### src/rtl/systolic_array_ctrl_pkg.sv
// Shared definitions for the 3x3 systolic array job sequencer: defaults, state
// encoding and the operand/result packing offsets used by RTL, wrapper and bench.
package systolic_pkg;

  localparam int N              = 3;
  localparam int WIDTH          = 12;
  localparam int WIDTH_SUM      = 8;
  localparam int COMPUTE_CYCLES = 7;
  localparam int ELEM_W         = WIDTH / N;
  localparam int CNT_W          = 8;

  typedef enum logic [2:0] {
    IDLE    = 3'd0,
    CLEAR   = 3'd1,
    RUN     = 3'd2,
    CAPTURE = 3'd3,
    DONE    = 3'd4
  } state_t;

  // Row i of A (or column i of B), 0-based; row/column 1 sits in the MSBs.
  function automatic int row_ofs(input int i);
    return (N - 1 - i) * WIDTH;
  endfunction

  // Element j inside one row/column slice, 0-based; element 1 in the MSBs.
  function automatic int elem_ofs(input int j);
    return (N - 1 - j) * ELEM_W;
  endfunction

  // C(i,j), 0-based, row-major with C_1x1 in the MSBs.
  function automatic int c_ofs(input int i, input int j);
    return (N * N - 1 - (N * i + j)) * WIDTH_SUM;
  endfunction

endpackage

### src/rtl/systolic_array_ctrl_if.sv
// Host-side job interface: operand handshake in, result handshake out.
interface systolic_array_ctrl_if #(
    parameter int WIDTH     = systolic_pkg::WIDTH,
    parameter int WIDTH_SUM = systolic_pkg::WIDTH_SUM
);
    logic                   in_valid;
    logic                   in_ready;
    logic [3*WIDTH-1:0]     a_mat;
    logic [3*WIDTH-1:0]     b_mat;
    logic                   out_valid;
    logic                   out_ready;
    logic [9*WIDTH_SUM-1:0] c_mat;
    logic                   overflow;
    logic [7:0]             done_cnt;

    modport master (
        output in_valid, a_mat, b_mat, out_ready,
        input  in_ready, out_valid, c_mat, overflow, done_cnt
    );

    modport slave (
        input  in_valid, a_mat, b_mat, out_ready,
        output in_ready, out_valid, c_mat, overflow, done_cnt
    );
endinterface

### src/rtl/systolic_array_ctrl.sv
// Job sequencer for the 3x3 systolic array: holds operands, clears and runs the
// array for a fixed window, then offers the captured products to the consumer.
module systolic_array_ctrl #(
    parameter int WIDTH          = systolic_pkg::WIDTH,
    parameter int WIDTH_SUM      = systolic_pkg::WIDTH_SUM,
    parameter int COMPUTE_CYCLES = systolic_pkg::COMPUTE_CYCLES
) (
    input  logic                   i_clk,
    input  logic                   i_rst,
    systolic_array_ctrl_if.slave   s_job,
    output logic                   o_arr_rst,
    output logic                   o_arr_enable,
    output logic [WIDTH-1:0]       o_arr_a_row1,
    output logic [WIDTH-1:0]       o_arr_a_row2,
    output logic [WIDTH-1:0]       o_arr_a_row3,
    output logic [WIDTH-1:0]       o_arr_b_coloum1,
    output logic [WIDTH-1:0]       o_arr_b_coloum2,
    output logic [WIDTH-1:0]       o_arr_b_coloum3,
    input  logic [9*WIDTH_SUM-1:0] i_arr_c,
    input  logic                   i_arr_over
);
    import systolic_pkg::*;

    localparam logic [CNT_W-1:0] CNT_LAST = CNT_W'(COMPUTE_CYCLES - 1);

    state_t                 r_state;
    logic [CNT_W-1:0]       r_cnt;
    logic [3*WIDTH-1:0]     r_a_hold;
    logic [3*WIDTH-1:0]     r_b_hold;
    logic [9*WIDTH_SUM-1:0] r_c;
    logic                   r_ovf;
    logic [7:0]             r_done_cnt;
    logic                   r_in_ready;
    logic                   r_out_valid;
    logic                   r_arr_rst;
    logic                   r_arr_en;

    // Outputs are registered alongside the state so each one already
    // reflects the state being entered on the same edge.
    always_ff @(posedge i_clk) begin
        if (!i_rst) begin
            r_state     <= IDLE;
            r_cnt       <= '0;
            r_a_hold    <= '0;
            r_b_hold    <= '0;
            r_c         <= '0;
            r_ovf       <= 1'b0;
            r_done_cnt  <= '0;
            r_in_ready  <= 1'b0;
            r_out_valid <= 1'b0;
            r_arr_rst   <= 1'b0;
            r_arr_en    <= 1'b0;
        end else begin
            case (r_state)
                IDLE: begin
                    if (s_job.in_valid && r_in_ready) begin
                        r_a_hold   <= s_job.a_mat;
                        r_b_hold   <= s_job.b_mat;
                        r_in_ready <= 1'b0;
                        r_arr_rst  <= 1'b0;
                        r_state    <= CLEAR;
                    end else begin
                        r_in_ready <= 1'b1;
                        r_arr_rst  <= 1'b1;
                    end
                end
                CLEAR: begin
                    r_cnt     <= '0;
                    r_arr_rst <= 1'b1;
                    r_arr_en  <= 1'b1;
                    r_state   <= RUN;
                end
                RUN: begin
                    r_cnt <= r_cnt + 1'b1;
                    if (r_cnt == CNT_LAST) begin
                        r_arr_en <= 1'b0;
                        r_state  <= CAPTURE;
                    end
                end
                CAPTURE: begin
                    r_c         <= i_arr_c;
                    r_ovf       <= i_arr_over;
                    r_out_valid <= 1'b1;
                    r_state     <= DONE;
                end
                DONE: begin
                    if (s_job.out_ready) begin
                        r_out_valid <= 1'b0;
                        r_done_cnt  <= r_done_cnt + 1'b1;
                        r_in_ready  <= 1'b1;
                        r_state     <= IDLE;
                    end
                end
                default: r_state <= IDLE;
            endcase
        end
    end

    assign s_job.in_ready  = r_in_ready;
    assign s_job.out_valid = r_out_valid;
    assign s_job.c_mat     = r_c;
    assign s_job.overflow  = r_ovf;
    assign s_job.done_cnt  = r_done_cnt;

    assign o_arr_rst    = r_arr_rst;
    assign o_arr_enable = r_arr_en;

    assign o_arr_a_row1    = r_a_hold[row_ofs(0) +: WIDTH];
    assign o_arr_a_row2    = r_a_hold[row_ofs(1) +: WIDTH];
    assign o_arr_a_row3    = r_a_hold[row_ofs(2) +: WIDTH];
    assign o_arr_b_coloum1 = r_b_hold[row_ofs(0) +: WIDTH];
    assign o_arr_b_coloum2 = r_b_hold[row_ofs(1) +: WIDTH];
    assign o_arr_b_coloum3 = r_b_hold[row_ofs(2) +: WIDTH];

endmodule
### src/flat_wrapper.sv
// flat-port wrapper written by rule: the top's interface ports become plain ports
module systolic_array_ctrl_flat import systolic_pkg::*;
#(
    parameter int WIDTH          = systolic_pkg::WIDTH,
    parameter int WIDTH_SUM      = systolic_pkg::WIDTH_SUM,
    parameter int COMPUTE_CYCLES = systolic_pkg::COMPUTE_CYCLES
)
  (i_clk, i_rst, o_arr_rst, o_arr_enable, o_arr_a_row1, o_arr_a_row2, o_arr_a_row3, o_arr_b_coloum1, o_arr_b_coloum2, o_arr_b_coloum3, i_arr_c, i_arr_over, s_job_in_valid, s_job_a_mat, s_job_b_mat, s_job_out_ready, s_job_in_ready, s_job_out_valid, s_job_c_mat, s_job_overflow, s_job_done_cnt);
  systolic_array_ctrl_if #(.WIDTH(WIDTH), .WIDTH_SUM(WIDTH_SUM)) s_job_i ();
  input  logic i_clk;
  input  logic i_rst;
  output logic o_arr_rst;
  output logic o_arr_enable;
  output logic [WIDTH-1:0] o_arr_a_row1;
  output logic [WIDTH-1:0] o_arr_a_row2;
  output logic [WIDTH-1:0] o_arr_a_row3;
  output logic [WIDTH-1:0] o_arr_b_coloum1;
  output logic [WIDTH-1:0] o_arr_b_coloum2;
  output logic [WIDTH-1:0] o_arr_b_coloum3;
  input  logic [9*WIDTH_SUM-1:0] i_arr_c;
  input  logic i_arr_over;
  input wire logic [$bits(s_job_i.in_valid)-1:0] s_job_in_valid;
  input wire logic [$bits(s_job_i.a_mat)-1:0] s_job_a_mat;
  input wire logic [$bits(s_job_i.b_mat)-1:0] s_job_b_mat;
  input wire logic [$bits(s_job_i.out_ready)-1:0] s_job_out_ready;
  output wire logic [$bits(s_job_i.in_ready)-1:0] s_job_in_ready;
  output wire logic [$bits(s_job_i.out_valid)-1:0] s_job_out_valid;
  output wire logic [$bits(s_job_i.c_mat)-1:0] s_job_c_mat;
  output wire logic [$bits(s_job_i.overflow)-1:0] s_job_overflow;
  output wire logic [$bits(s_job_i.done_cnt)-1:0] s_job_done_cnt;
  assign s_job_i.in_valid = s_job_in_valid;
  assign s_job_i.a_mat = s_job_a_mat;
  assign s_job_i.b_mat = s_job_b_mat;
  assign s_job_i.out_ready = s_job_out_ready;
  assign s_job_in_ready = s_job_i.in_ready;
  assign s_job_out_valid = s_job_i.out_valid;
  assign s_job_c_mat = s_job_i.c_mat;
  assign s_job_overflow = s_job_i.overflow;
  assign s_job_done_cnt = s_job_i.done_cnt;
  systolic_array_ctrl #(.WIDTH(WIDTH), .WIDTH_SUM(WIDTH_SUM), .COMPUTE_CYCLES(COMPUTE_CYCLES)) u_core (.i_clk(i_clk), .i_rst(i_rst), .s_job(s_job_i), .o_arr_rst(o_arr_rst), .o_arr_enable(o_arr_enable), .o_arr_a_row1(o_arr_a_row1), .o_arr_a_row2(o_arr_a_row2), .o_arr_a_row3(o_arr_a_row3), .o_arr_b_coloum1(o_arr_b_coloum1), .o_arr_b_coloum2(o_arr_b_coloum2), .o_arr_b_coloum3(o_arr_b_coloum3), .i_arr_c(i_arr_c), .i_arr_over(i_arr_over));
endmodule
### config.mk
export PLATFORM = sky130hd
export DESIGN_NAME = systolic_array_ctrl_flat
export DESIGN_NICKNAME = d
export VERILOG_FILES = /design/src/rtl/systolic_array_ctrl_pkg.sv /design/src/rtl/systolic_array_ctrl_if.sv /design/src/rtl/systolic_array_ctrl.sv /design/src/flat_wrapper.sv
export SDC_FILE = /design/constraint.sdc
export NUM_CORES = 1
export LEC_CHECK = 0
export CAP_MARGIN = 20
export CELL_PAD_IN_SITES_DETAIL_PLACEMENT = 1
export CELL_PAD_IN_SITES_GLOBAL_PLACEMENT = 1
export CORE_MARGIN = 2
export CORE_UTILIZATION = 28
export CTS_CLUSTER_DIAMETER = 100
export DETAILED_ROUTE_END_ITERATION = 10
export PLACE_DENSITY_LB_ADDON = 0.05
export SLEW_MARGIN = 20
export SYNTH_ARGS = -nofsm -noshare
export SYNTH_HDL_FRONTEND = slang
export SYNTH_SLANG_ARGS = --single-unit
### constraint.sdc
create_clock -name i_clk -period 1.7 [get_ports i_clk]
set_input_delay 0.17 -clock i_clk [delete_from_list [all_inputs] [get_ports i_clk]]
set_output_delay 0.17 -clock i_clk [all_outputs]
set_load 0.02 [all_outputs]
======== Word level (Yosys, flattened, before mapping) ========
Index checks and enable logic that the tools add are counted.
W data, S select, Z words.
cells by class
  add/sub/neg operators ................... 2
  equal/unequal tests ..................... 8
  multiplexer cells ....................... 13
  reduce and logical (&&, ||, !) cells .... 12
operator list
  kind                   number
  $add A8 B1 Y8 const B  2
  $pmux W8 S2            1
  $pmux W3 S5            1
  $reduce_and A2 Y1      5
  $mux W3                3
  $eq A8 B3 Y1 const B   1
  $pmux W1 S2            4
  $reduce_bool A2 Y1     4
  $eq A3 B2 Y1 const B   2
  $mux W1                4
  $ne A2 B1 Y1 const B   2
  $eq A3 B1 Y1 const B   1
  $eq A3 B3 Y1 const B   1
  $logic_not A3 Y1       1
  $reduce_and A3 Y1      1
  $ne A2 B2 Y1 const B   1
  $logic_and A1 B1 Y1    1
word-level totals
  flip-flop bits (word level) ............. 168
  input bits .............................. 149
  output and inout port bits .............. 157
  word-level logic and storage cells ...... 46

======== Logic depth before layout (Yosys ltp) ========
Gate-level depths: netlist of the first run.
  word-level depth ........................ 3
  gate-level depth with buffers ........... 5

======== Least setup slack after synthesis of the first run ========
OpenSTA, ideal clock, no wires.
  path kind ............................... reg-to-reg
  from .................................... register u_core.r_in_ready (netlist: u_core.s_job.in_ready)
  to ...................................... register u_core.r_a_hold[0]
  setup time .............................. 0.070 ns
  arrival ................................. 1.307 ns
  slack ................................... 0.322 ns
  cell stages (with the launch flop) ...... 6
  buffers on the path ..................... 2
  clock period less this slack ............ 1.378 ns
  path through ............................ dfxtp_1 -> and3b_1 -> buf_2 -> buf_1 -> nand3_1 -> a21oi_1
on the way
  cells in the longest elaborated chain, start to end .. 2
ends and longest elaborated chain
  what                         line                       text
  from (decl)                  systolic_array_ctrl.sv:33  logic r_in_ready;
  from (signal assigned)       systolic_array_ctrl.sv:49  r_in_ready <= 1'b0;
  from (signal assigned)       systolic_array_ctrl.sv:59  r_in_ready <= 1'b0;
  from (signal assigned)       systolic_array_ctrl.sv:63  r_in_ready <= 1'b1;
  $logic_and A1 B1 Y1          systolic_array_ctrl.sv:56  if (s_job.in_valid && r_in_ready) begin
  $reduce_and A2 Y1 (no line)  --
  to (signal assigned)         systolic_array_ctrl.sv:57  r_a_hold <= s_job.a_mat;
  to (decl)                    systolic_array_ctrl.sv:28  logic [3*WIDTH-1:0] r_a_hold;
No other way between the ends.
A chain may end at the register's enable or synchronous reset.

======== Worst setup path in the final report of the first run ========
  from .................................... register u_core.r_done_cnt[6] (netlist: u_core.s_job.done_cnt[6])
  to ...................................... output s_job_done_cnt[6]
RTL lines
  what                    line                       text
  from (decl)             systolic_array_ctrl.sv:32  logic [7:0] r_done_cnt;
  from (signal assigned)  systolic_array_ctrl.sv:89  r_done_cnt <= r_done_cnt + 1'b1;
  to (decl)               flat_wrapper.sv:30         output wire logic [$bits(s_job_i.done_cnt)-1:0] s_job_done_cnt;
No word-level cell between the ends.

==> results of run 1 <==
## cells by family after synthesis
| group | after synthesis | share of synthesized area, % |
|---|---|---|
| simple gates | 276 | 20.1 |
| compound gates | 246 | 20.0 |
| flops | 168 | 53.0 |
| buf+inv | 75 | 4.87 |
| mux | 7 | 1.11 |
| fa+ha+maj | 3 | 0.592 |
| xor+xnor | 2 | 0.276 |
## synthesized netlist by cell type, types with 5 or more instances
| library cell | number |
|---|---|
| a21oi_1 | 157 |
| clkbuf_1 | 39 |
| buf_2 | 22 |
| buf_1 | 9 |
| inv_1 | 5 |
| nand2b_1 | 10 |
| mux2i_1 | 7 |
| nor2_1 | 6 |
| nand3_1 | 82 |
| dfxtp_1 | 168 |
| nand2_1 | 150 |
| o21ai_0 | 78 |
## state kept, by name, summed over array words and instances (netlist names), 3 cells and up
register,cells
u_core.r_cnt,8
u_core.r_a_hold,36
u_core.r_b_hold,36
u_core.r_state,3
u_core.s_job.done_cnt,8
u_core.s_job.c_mat,72
## worst paths after layout
kind	slack, ns	cells past startpoint	to	from
hold reg to reg	0.45	2	u_core.s_job.c_mat[53]	u_core.s_job.c_mat[53]
hold / removal	0.29	3	u_core.s_job.c_mat[52]	i_arr_c[52]
setup / recovery	0.08	1	s_job_done_cnt[6]	u_core.s_job.done_cnt[6]
setup reg to reg	0.17	4	u_core.s_job.done_cnt[3]	u_core.r_state[1]
## power groups by stage
stage / clock network [mW] / registers (mW) / logic (mW)
final: 3.78 / 4.48 / 3.52
after CTS: 3.89 / 4.48 / 3.59
after floorplan: 0 / 4.96 / 1.30
after global routing: 4.09 / 4.53 / 3.84
after detailed placement: 0 / 4.57 / 3.57
after global placement: 0 / 4.56 / 3.55
## per-stage QoR
| stage | total power, mW | utilization, % | setup TNS (ns) | hold WS, ns | worst slack [ns] |
|---|---|---|---|---|---|
| 2_1_floorplan | 6.27 | - | 0 | 0.306 | 0.322 |
| 3_3_place_gp | 8.10 | 44.0 | 0 | 0.441 | 0.0474 |
| 3_5_place_dp | 8.14 | 44.0 | -0.0513 | 0.446 | -0.0326 |
| 4_1_cts | 12.0 | 46.5 | 0 | 0.272 | 0.0440 |
| 5_1_grt | 12.5 | 46.5 | 0 | 0.283 | 0.00319 |
| 6_report | 11.8 | 46.5 | 0 | 0.287 | 0.0758 |
## timing repair
action,CTS,global route
setup buffers,0,0
resized for setup,2,0
setup endpoints to repair,2,0
## layer usage
layer,vias up,wire length [microns]
met5,-,0
met4,0,361
met3,19,1340
met2,170,11500
met1,3107,10700
li1,3238,-
## layout make-up
type                    count  share of cell area [%]
diodes                      1                  0.0240
clock buffers              20                    4.47
clock inverters            12                    1.05
inverters                   5                   0.204
multi-input cells         534                    25.7
flip-flops and latches    168                    32.2
well taps                 285                    3.42
repair buffers            337                    33.0
## layout by cell type (no fill, tap or decap), types with 2 or more instances in the layout
cell type	instances
nor2_1	5
nor3b_1	2
o31ai_1	2
or3_1	2
mux2i_1	7
clkinvlp_4	2
nand2b_1	10
nand4_1	2
inv_6	4
nand3_1	82
buf_12	12
dlygate4sd2_1	2
clkdlybuf4s50_1	303
o21ai_0	78
inv_1	4
clkbuf_8	3
a21oi_1	157
nand2_1	150
clkbuf_16	17
dfxtp_1	168
ha_1	3
nor4b_1	2
nand3b_1	3
and2_1	3
or4_1	2
buf_4	20
and3b_2	2
a211oi_1	3
clkinv_4	5
==> metrics.cfg, run 1 <==
[clocking]
clk_pin_slew_worst_paths_ns=0.07
clkSinkCount=168
root_buffer=clkbuf_16
clock_latency_ns=0.43
tritoncts=done
cts_buffers=17
cts_hold_buffers=0
clk_path_buf_depth=2
cts_htree_levels=4

[setup_path]
path_class=reg -> out
end_kind=output pin
path_max_fanout=4
critPathTopFamily=buffers and inverters
max_stage_delay_ns=0.64
cp.buffers_inverters=1
start_kind=register
arrival_ns=1.45
worstPathCellList=clkdlybuf4s50_1
required_ns=1.53
cp_slowest_cell=clkdlybuf4s50_1

[power]
ir_worst_vdd_mv=0.635
pwr-share-clk_pct=32.1
power.internal_mw=7.83
p_leak_nw=3.55
pwr-share-comb_pct=29.9
netSwitchingPower_mw=3.95
seqPwrFrac_pct=38.0
power_per_cell_area_nw_per_um2=1130
swShare_pct=33.5

[synthesis]
syn_nets=929
yosys_most_used_dff=dfxtp_1
yosysTopAreaCell=dfxtp_1
synth_top_area_share_pct=53.0
syn_area_per_cell_sq_um=8.16
yosysWarnings=0
netlist_top_cells_area=dfxtp_1 53%, a21oi_1 12%, nand2_1 8.9%
synth_edf_count=0
synth_cell_types=41
synth-seq-cells=168
syn_area_sq_um=6340
yosysSeqAreaShare_pct=53.0
syn_inst=777
synth-async-reset-ratio_pct=0

[layout]
multi_input_area_sq_um=2680
final_area_sq_um=10400
nets=1215
drive_gt1_share_pct=6.78
syn_to_final_growth_pct=64.7
nFillCells=2625
fin_cells=1362
seq_area_sq_um=3360

[route]
drc=0
wl_per_cell_microns=17.6
drtIter0Drc=304
wirelength_microns=23900
via_per_inst=4.80
vias=6534
dr.pass1.iters=6
ant_nets=0

[outcome]
status=finished clean

[placement]
io_buffers=305
place.gp.congestion=0.754
place_hpwl_microns=16400
placed_area_sq_um=9860
placed_cells=1329

[sta]
fmax_ghz=0.616
min_period_ns=1.62
finClkSkew_ns=0.0143
rsz0062_at_grt=false
tightest_slew_ns=0.576
fin_crit_sh_pct=95.5
slew_headroom_pct=61.1
finalHoldViolCount=0
setup_viol=0
final_max_slew_viol_count=0

[die]
die_area_sq_um=23900
dieHeight_microns=154
rows=55
die_x_microns=154
ios=306
initial_core_util_pct=28.3
core_sq_um=22400

[global_routing]
grt_pass1_vias=6503
grt.met3_usage_pct=5.30
met1_usage_pct=24.8
grtUsageMet2_pct=32.8
grt_pass1_wl_microns=37100
top_usage_layer=met2
antenna_found_initial=1
overflow=0
track_usage_pct=19.6
grt_max_degree=73

[flow_run]
drv_cap=0

[worst_hold_path]
hp-class=in -> reg

No activity file was read; power rests on OpenSTA's default activity.
==> inputs of run 2 (changes only) <==
Settings changed: SKIP_CTS_REPAIR_TIMING set to 1.
==> run 2 against run 1 <==
Cell area barely moved. Hold slack barely moved. Wire length barely moved. Cell count did not move. Critical path type unchanged. Largest power group unchanged.
==> metrics.cfg, run 2 (synthesis gave the netlist of run 1 again) <==
[outcome]
status=finished clean

[clocking]
clock_latency_ns=0.43
cts_buffers=17
root_buffer=clkbuf_16
clkSinkCount=168
cts_htree_levels=4
tritoncts=done
clk_pin_slew_worst_paths_ns=0.07
clk_path_buf_depth=2

[die]
die_area_sq_um=23900
rows=55
die_x_microns=154
ios=306
dieHeight_microns=154
core_sq_um=22400
initial_core_util_pct=28.3

[setup_path]
arrival_ns=1.46
path_class=reg -> out
r2r_start=u_core.r_state[1]
end_kind=output pin
critPathTopFamily=buffers and inverters
worstPathCellList=clkdlybuf4s50_1
cp_slowest_cell=clkdlybuf4s50_1
cp-startpoint=u_core.s_job.done_cnt[2]
required_ns=1.53
path_max_fanout=5
cp.buffers_inverters=1
max_stage_delay_ns=0.64
reg2reg_slack_ns=0.17
start_kind=register

[worst_hold_path]
hp-class=in -> reg
worstHoldStart=i_arr_c[18]

[power]
power.internal_mw=7.83
power_per_cell_area_nw_per_um2=1130
netSwitchingPower_mw=3.95
ir_worst_vdd_mv=0.635
seqPwrFrac_pct=38.0
swShare_pct=33.5
pwr-share-clk_pct=32.1
power.total_mw=11.8
p_leak_nw=3.58
pwr-share-comb_pct=29.9

[global_routing]
antenna_found_initial=1
overflow=0
grt_max_degree=73
track_usage_pct=19.6
grt_pass1_vias=6503
grt_pass1_wl_microns=37100

[layout]
final_common_cell=clkdlybuf4s50_1
nFillCells=2623
mostFrequentLayoutCells=303 x clkdlybuf4s50_1, 168 x dfxtp_1, 157 x a21oi_1, 150 x nand2_1, 82 x nand3_1
nets=1215
syn_to_final_growth_pct=64.8
largest_reg_flops=72
multi_input_area_sq_um=2680
final_util_pct=46.6
drive_gt1_share_pct=6.78
seq_area_sq_um=3360

[route]
wl_per_cell_microns=17.6
wirelength_microns=23900
vias=6532
drtIter0Drc=300
via_per_inst=4.80
dr.pass1.iters=6
drc=0
ant_nets=0

[sta]
min_period_ns=1.63
setup_viol=0
tightest_slew_ns=0.576
fmax_ghz=0.615
final_max_slew_viol_count=0
fin_crit_sh_pct=95.7
rsz0062_at_grt=false
finClkSkew_ns=0.0144
slew_headroom_pct=61.1
finalHoldViolCount=0

[placement]
place.gp.congestion=0.754
place_hpwl_microns=16400
io_buffers=305

[flow_run]
drv_cap=0

run 2: cell type report:
class | count | share of cell area, %
timing repair buffer | 337 | 33.0
antenna | 1 | 0.0240
inverter | 5 | 0.204
tap | 285 | 3.41
sequential | 168 | 32.2
clock buffer | 20 | 4.47
clock inverter | 12 | 1.05
multi-input combinational | 534 | 25.6
run 2: worst min-delay path, stage by stage:
cell	delay, ns
clkdlybuf4s50_1	0.40
nand2_1	0.05
a21oi_1	0.05
run 2: through the flow:
step	instances	setup slack, ns	setup TNS [ns]	instance area [sq um]	hold WS [ns]
finish	1362	0.0738	0	10400	0.287
global route	1362	0.00319	0	10400	0.283
CTS	1361	-0.0252	-0.0358	10400	0.272
detailed placement	1329	-0.0326	-0.0513	9860	0.446
global placement	1329	0.0474	0	9860	0.441
floorplan	777	0.322	0	6340	0.306
run 2: power by group through the flow:
stage	clock (mW)	combinational (mW)	sequential (mW)
final	3.78	3.52	4.48
after global routing	4.09	3.84	4.53
after CTS	3.89	3.59	4.48
after detailed placement	0	3.57	4.57
after global placement	0	3.55	4.56
after floorplan	0	1.30	4.96
run 2: path summary, 6_finish.rpt:
kind | end | cells past startpoint
worst max-delay path | s_job_done_cnt[2] | 1
worst min-delay path | u_core.s_job.c_mat[18] | 3
worst max register to register | u_core.s_job.done_cnt[3] | 4
worst min register to register | u_core.s_job.c_mat[58] | 2
run 2: metal layers:
layer / track usage (%) / share of wire, % / wire length [microns]
met5: 0 / 0 / 0
met3: 5.30 / 5.7 / 1350
met4: 5.95 / 1.5 / 360
met2: 32.8 / 48 / 11500
met1: 24.8 / 45 / 10700
==> inputs of run 3 (changes only) <==
Settings changed: GPL_ROUTABILITY_DRIVEN set to 1.
==> results of run 3 <==
Final layout, timing and power as in run 2 (identical DEF).
